[src/rtl/fifo_wr_arbiter.sv]
`default_nettype none
// ============================================================================
// Module      : fifo_wr_arbiter
// Description : Packet-level round-robin arbiter sharing one FIFO write port
//               among NumReq valid/ready requesters; grant held per packet.
// Revision    : 1.0 - initial release
// ============================================================================
module fifo_wr_arbiter #(
    parameter  int NumReq  = 4,
    parameter  int Width   = 32,
    localparam int IdWidth = $clog2(NumReq)
) (
    input  logic                    clk_i,
    input  logic                    rst_ni,
    input  logic [NumReq-1:0]       req_valid_i,
    input  logic [NumReq*Width-1:0] req_data_i,
    input  logic [NumReq-1:0]       req_last_i,
    output logic [NumReq-1:0]       req_ready_o,
    output logic                    out_valid_o,
    output logic [Width-1:0]        out_data_o,
    output logic                    out_last_o,
    input  logic                    out_ready_i,
    output logic [NumReq-1:0]       grant_o,
    output logic [IdWidth-1:0]      grant_id_o
);

    generate
        if (NumReq < 2) begin : g_param_check
            $error("fifo_wr_arbiter: NumReq must be >= 2");
        end
    endgenerate

    localparam logic [0:0] c_idle   = 1'b0;
    localparam logic [0:0] c_locked = 1'b1;

    logic [0:0]         r_state;
    logic [0:0]         w_state_nxt;
    logic [IdWidth-1:0] r_ptr;
    logic [IdWidth-1:0] w_ptr_nxt;
    logic [IdWidth-1:0] r_lock_id;
    logic [IdWidth-1:0] w_lock_id_nxt;

    logic               w_rr_found;
    logic [IdWidth-1:0] w_rr_id;
    logic               w_granted;
    logic [IdWidth-1:0] w_sel;
    logic               w_fire;

    // Explicit compare keeps the wrap correct for non-power-of-two NumReq.
    function automatic logic [IdWidth-1:0] wrap_inc(input logic [IdWidth-1:0] id);
        return (id == IdWidth'(NumReq - 1)) ? '0 : id + IdWidth'(1);
    endfunction

    always_ff @(posedge clk_i or negedge rst_ni) begin
        if (!rst_ni) begin
            r_state   <= c_idle;
            r_ptr     <= '0;
            r_lock_id <= '0;
        end else begin
            r_state   <= w_state_nxt;
            r_ptr     <= w_ptr_nxt;
            r_lock_id <= w_lock_id_nxt;
        end
    end

    always_comb begin
        w_state_nxt   = r_state;
        w_ptr_nxt     = r_ptr;
        w_lock_id_nxt = r_lock_id;
        case (r_state)
            c_idle: begin
                // A stalled first beat is captured too, so a later, higher
                // priority arrival cannot swap the data under the FIFO.
                if (out_valid_o && (!out_ready_i || !out_last_o)) begin
                    w_state_nxt   = c_locked;
                    w_lock_id_nxt = w_sel;
                end else if (w_fire && out_last_o) begin
                    w_ptr_nxt = wrap_inc(w_sel);
                end
            end
            c_locked: begin
                if (w_fire && out_last_o) begin
                    w_state_nxt = c_idle;
                    w_ptr_nxt   = wrap_inc(r_lock_id);
                end
            end
            default: begin
                w_state_nxt = c_idle;
            end
        endcase
    end

    always_comb begin
        // Two passes: lowest valid index at or above the pointer, else the
        // lowest valid index below it.
        w_rr_found = 1'b0;
        w_rr_id    = '0;
        for (int i = 0; i < NumReq; i++) begin
            if (!w_rr_found && req_valid_i[i] && (IdWidth'(i) >= r_ptr)) begin
                w_rr_found = 1'b1;
                w_rr_id    = IdWidth'(i);
            end
        end
        for (int i = 0; i < NumReq; i++) begin
            if (!w_rr_found && req_valid_i[i] && (IdWidth'(i) < r_ptr)) begin
                w_rr_found = 1'b1;
                w_rr_id    = IdWidth'(i);
            end
        end

        w_granted   = (r_state == c_locked) || w_rr_found;
        w_sel       = (r_state == c_locked) ? r_lock_id : w_rr_id;
        out_valid_o = (r_state == c_locked) ? req_valid_i[r_lock_id] : w_rr_found;

        out_data_o = '0;
        out_last_o = 1'b0;
        grant_o    = '0;
        for (int i = 0; i < NumReq; i++) begin
            if (w_granted && (w_sel == IdWidth'(i))) begin
                out_data_o = req_data_i[i*Width +: Width];
                out_last_o = req_last_i[i];
                grant_o[i] = 1'b1;
            end
        end

        grant_id_o  = w_granted ? w_sel : '0;
        req_ready_o = grant_o & {NumReq{out_ready_i}};
        w_fire      = out_valid_o && out_ready_i;
    end

endmodule
`default_nettype wire

[config.mk]
export PLATFORM = sky130hd
export DESIGN_NAME = fifo_wr_arbiter
export DESIGN_NICKNAME = d
export VERILOG_FILES = /design/src/rtl/fifo_wr_arbiter.sv
export SDC_FILE = /design/constraint.sdc
export NUM_CORES = 1
export LEC_CHECK = 0
export ABC_AREA = 1
export CORE_MARGIN = 2
export CORE_UTILIZATION = 28
export DETAILED_ROUTE_END_ITERATION = 6
export PLACE_DENSITY = 0.79
export SYNTH_ARGS = -nofsm -noshare
export SYNTH_HDL_FRONTEND = slang
export SYNTH_SLANG_ARGS = --single-unit
export TNS_END_PERCENT = 5
[constraint.sdc]
create_clock -name clk_i -period 2.1 [get_ports clk_i]
set_input_delay 0.315 -clock clk_i [delete_from_list [all_inputs] [get_ports clk_i]]
set_output_delay 0.315 -clock clk_i [all_outputs]
set_load 0.02 [all_outputs]
# Word-level counts from Yosys, hierarchy flattened
# Cells that the tools add are included.
# op_classes
addsub,2
n_lt_le_gt_ge,9
eq_ne,7
mux,41
bitwise_logic,2
n_reduce_logical,36
# op_table
op,count
2-to-1 mux 32 bit,4
2-to-1 mux 2 bit,13
logical AND 1 bit,22
2-to-1 mux 1 bit,21
logical NOT 1 bit,9
equality test 2 bit (second input constant),3
adder 2 x 1 -> 2 bit (second input constant),2
bitwise AND 4 bit,1
greater-or-equal comparator 1 x 2 -> 1 bit (first input constant),2
greater-or-equal comparator 2 bit (first input constant),2
less-than comparator 1 x 2 -> 1 bit (first input constant),2
less-than comparator 2 bit (first input constant),2
!= test 2 bit (second input constant),2
case mux 2 bit (2 select lines),1
less-than comparator 2 x 3 -> 1 bit (second input constant),1
AND reduction 3 bit,1
binary-select mux 1 bit (select 2 bit),1
equality test 2 x 1 -> 1 bit (second input constant),1
logical NOT 2 bit,1
logical OR 1 bit,2
!= test 2 x 1 -> 1 bit (second input constant),1
case mux 1 bit (2 select lines),1
AND reduction 2 bit,1
NOT 1 bit,1
# totals
register_bits,5
input_bits,139
output_inout_bits,44
word_cells,100

# Logic depth before layout (Yosys ltp)
# logic_depth
depth_word,43
mapped_depth,18

# Worst setup path after synthesis
# OpenSTA, ideal clock, no wires.
# synth_path
kind,register -> output
from,register r_ptr[1]
to,output out_last_o
arrival_time_ns,2.245
required_time_ns,1.785
setup_slack_ns,-0.460
stages_incl_launch_ff,14
n_path_buf,0
cell_sequence,dfrtp_1 inv_1 nand2_2 nand2_4 nor2_8 nand3_1 a21oi_1 inv_1 ha_1 nor2_1 nand3_1 nand2_1 nand2_1 a21boi_0
# synth_via
elab_chain_len,38
elab_cells_between_ends,59
classes_between,order compare (8); eq/ne (3); mux (20); reduce/logical (28)
# synth_lines
item,line_no,text
"start, declared",38,logic [IdWidth-1:0] r_ptr;
"start signal, assigned",61,r_ptr <= w_ptr_nxt;
greater-or-equal comparator 1 x 2 -> 1 bit,99,if (!w_rr_found && req_valid_i[i] && (IdWidth'(i) >= r_ptr)) begin
logical AND 1 bit,99,
2-to-1 mux 1 bit,99,
logical NOT 1 bit,99,
logical AND 1 bit (2 in a row),99,
2-to-1 mux 1 bit,99,
logical NOT 1 bit,99,
logical AND 1 bit (2 in a row),99,
[18 not listed],n/a,
logical AND 1 bit (2 in a row),105,if (!w_rr_found && req_valid_i[i] && (IdWidth'(i) < r_ptr)) begin
2-to-1 mux 2 bit *,105,
2-to-1 mux 2 bit *,112,w_sel = (r_state == c_locked) ? r_lock_id : w_rr_id;
net w_sel[1],46,logic [IdWidth-1:0] w_sel;
logical NOT 2 bit,119,if (w_granted && (w_sel == IdWidth'(i))) begin
logical AND 1 bit,119,
2-to-1 mux 1 bit (3 in a row),119,
2-to-1 mux 1 bit *,119,
"end, declared",21,"output logic out_last_o,"
# The timed path passes the listed nets; every way through them passes the cells marked *.

# Worst setup path after layout
# layout_path
from,register r_ptr[1]
to,output out_data_o[4]
# layout_via
elab_chain_len,38
elab_cells_between_ends,59
classes_between,order compare (8); eq/ne (3); mux (20); reduce/logical (28)
# layout_lines
item,line_no,text
greater-or-equal comparator 1 x 2 -> 1 bit,99,
logical AND 1 bit,99,
2-to-1 mux 1 bit,99,
logical NOT 1 bit,99,
logical AND 1 bit (2 in a row),99,
2-to-1 mux 1 bit,99,
logical NOT 1 bit,99,
logical AND 1 bit (2 in a row),99,
[18 not listed],n/a,
logical AND 1 bit (2 in a row),105,
2-to-1 mux 2 bit *,105,
2-to-1 mux 2 bit *,112,
net w_sel[1],46,
logical NOT 2 bit,119,
logical AND 1 bit,119,
2-to-1 mux 32 bit (3 in a row),119,
2-to-1 mux 32 bit *,119,
"end, declared",20,"output logic [Width-1:0] out_data_o,"
# Marks and branches as above.

==> run summary <==
CTS tree = done
Worst setup SP type = register
grt total ovfl = 0
HP Class = in2async
drt first pass iters = 4
post-DR vias/cell = 5.04
Avg Cell Area, Syn = 6.16 µm²
Placement Rows = 30
internal power component = 0.00510 W
routed length per instance = 16.8 µm
clock slew at reported path FFs = 30 ps
hold_buf cts = 0
ANT nets after route = 0
status = finished, violations left
final worst setup slack = -774 ps
CTS H-tree depth = 1
FF+latch count, synth = 5
filler instances = 485
clk sinks = 5
Syn Std Cell Area = 0.00192 mm²
global-route wire length before repair = 15,600 µm
Post-DP Area = 0.00421 mm²
Worst EP arrival = 2560 ps
pre-CTS setup slack = -1270 ps
routability congestion estimate from global placement = 0.944
post-layout net count = 695
antenna cells = 0
DR vias = 3,178
Flop pwr share = 0.018
Peak VDD IR = 0.000948 V
P per Cell Area = 2010 mW/mm²
maxcap violations = 0
dpl hpwl = 7250 µm
Max Clock Skew = 2.04 ps
Die X = 86.9 µm
CP endpoint kind = output pin
initial DRC count = 76
Syn Nets = 455
library cells used by synthesis = 30
CTS Buf Count = 3
Switching Fraction = 0.492
Mapped Cells = 312
GRT Resource Usage Total = 0.259
combinational share of power = 0.965
clk buf depth = 2
Slew HR = 0.803
violated checks = negative setup slack
Core Area = 0.00672 mm²
clock share of power = 0.017
die height = 86.9 µm
initial antenna violation count = 0
Final Hold Fails = 0
DRC = 0
critical path peak fanout = 11
Finished Cell Area = 0.00499 mm²
synth-to-layout area growth = 160%
R2R Path Start = r_ptr[1]$_DFFE_PN0P_
final std cells w/o fill = 631
final setup vio count = 47
post-synth top area cell = nand2_1
Achievable Freq = 348 MHz
Yosys warning count = 0
Core Util, Final = 0.743
Worst Path Required = 1780 ps
count of buffers from port buffering = 182
Critical Path Source = r_ptr[1]$_DFFE_PN0P_
root buf cell = clkbuf_8
sequential share of the synthesized area = 0.0651
crit path time final = 2870 ps
via count of the first global-routing pass = 3,207
Initial Util = 0.286
layout cells sized above 1 = 0.454
Slew @ Worst Pin = 295 ps
LEAKAGE = 2.31 nW
Final Max Slew Viols = 0
largest net degree at the start of global routing = 21
Inst Count DP = 597
RSZ-0062 raised after global routing = yes
die area = 0.00755 mm²
switching pwr = 0.00495 W
synth top area cells = nand2_1 (23%), nand3_1 (19%), o211ai_2 (18%)
Post-Route WL = 10,600 µm
Ports = 183
period utilization = 1.37
clock latency on the worst-skew pair = 220 ps
critical path class = reg2out
share of the synthesized area in the top cell type = 0.232
[worst paths after layout]
kind                                            end  slack (ps)  cells past startpoint
max                                   out_data_o[4]        -770                     17
min                            r_ptr[1]$_DFFE_PN0P_         320                      1
max reg2reg                    r_ptr[0]$_DFFE_PN0P_        -470                     20
min reg2reg                r_lock_id[0]$_DFFE_PN0P_         600                      3
max in group asynchronous      r_ptr[0]$_DFFE_PN0P_        1580                      1
min in group clk_i         r_lock_id[0]$_DFFE_PN0P_         600                      3
[logic make-up (layout without fill, tap and decap cells)]
kind of cell | after synthesis | after routing | share of synthesized area
AND/OR/NAND/NOR | 217 | 218 | 0.528
adder cells (fa/ha/maj) | 4 | 4 | 0.0260
flip-flops | 5 | 5 | 0.0651
buffers and inverters | 42 | 280 | 0.147
AO/OA/AOI/OAI | 44 | 44 | 0.234
[synth_stat cells, drive strengths merged]
cell type and instances:
nand2 129, nand3 75, o211ai 33, buf 20, inv 19, nor2 9
a21oi 5, dfrtp 5, ha 4, o21ai 3, and2 2, clkbuf 2
a21boi 1, a221oi 1, a31oi 1, clkinv 1, nor3 1, or2 1
[per-layer routing]
layer  wire length (µm)  track usage  up-vias
li1                   -            -     1543
met3                699       0.0379       14
met5                  0            0        -
met2               5740        0.501      126
met4                158       0.0767        0
met1               4030        0.289     1495
[layout by cell type, fill, tap and decap left out, types with 7 or more instances in the layout]
| cell | netlist | final |
|---|---|---|
| clkdlybuf4s50_1 | 0 | 134 |
| nand2_1 | 119 | 80 |
| buf_4 | 4 | 52 |
| nand3_1 | 72 | 46 |
| nand2_2 | 5 | 42 |
| buf_6 | 12 | 37 |
| o211ai_2 | 28 | 28 |
| nand3_2 | 2 | 27 |
| buf_12 | 0 | 14 |
| inv_1 | 17 | 9 |
| dlygate4sd2_1 | 0 | 7 |
[worst max-delay path, stage by stage (launching register included)]
cell and delay [ps]:
dfrtp_1 400, nand2_1 90, nand2_2 80, nand2_4 120, buf_4 120, buf_4 100, a21oi_4 60, a21oi_4 230
inv_2 100, ha_4 190, nand2_8 120, clkinv_8 100, buf_12 150, nand2_1 90, nand3_2 90, o211ai_2 80
nand2_2 70, buf_6 130
[stage by stage]
step           TNS, ps  total power [W]  hold slack [ps]
6_report        -29510           0.0100              323
5_1_grt         -35640           0.0107              344
4_1_cts         -24510          0.00946              328
3_5_place_dp    -53580          0.00786              558
3_3_place_gp    -50800          0.00775              546
2_1_floorplan    -4740          0.00486             19.4
[state kept, by name (all words and copies together) (netlist names)]
register,flops
r_ptr,2
r_lock_id,2
r_state,1
[power groups by stage]
stage / sequential, W / clock, W / combinational, W
finish: 0.000177 / 0.000173 / 0.00969
global route: 0.000180 / 0.000189 / 0.0103
CTS: 0.000174 / 0.000179 / 0.00911
detailed placement: 0.000176 / 0 / 0.00769
global placement: 0.000172 / 0 / 0.00758
floorplan: 0.000178 / 0 / 0.00468
[what timing repair did]
item / CTS / global route
pin swaps: 18 / 21
resized for setup: 285 / 41
buffers inserted: 16 / 7
setup endpoints to repair: 49 / 47
gates cloned: 7 / 1
[cell type report]
class                   count  area, µm²  area share
clock buffers               4       45.0     0.00902
inverters                  20        106      0.0213
multi-input cells         266       1880       0.377
flip-flops and latches      5        125      0.0251
well taps                  80        100      0.0200
repair buffers            256       2740       0.548
Note: power is estimated with default switching activity, not from simulation.
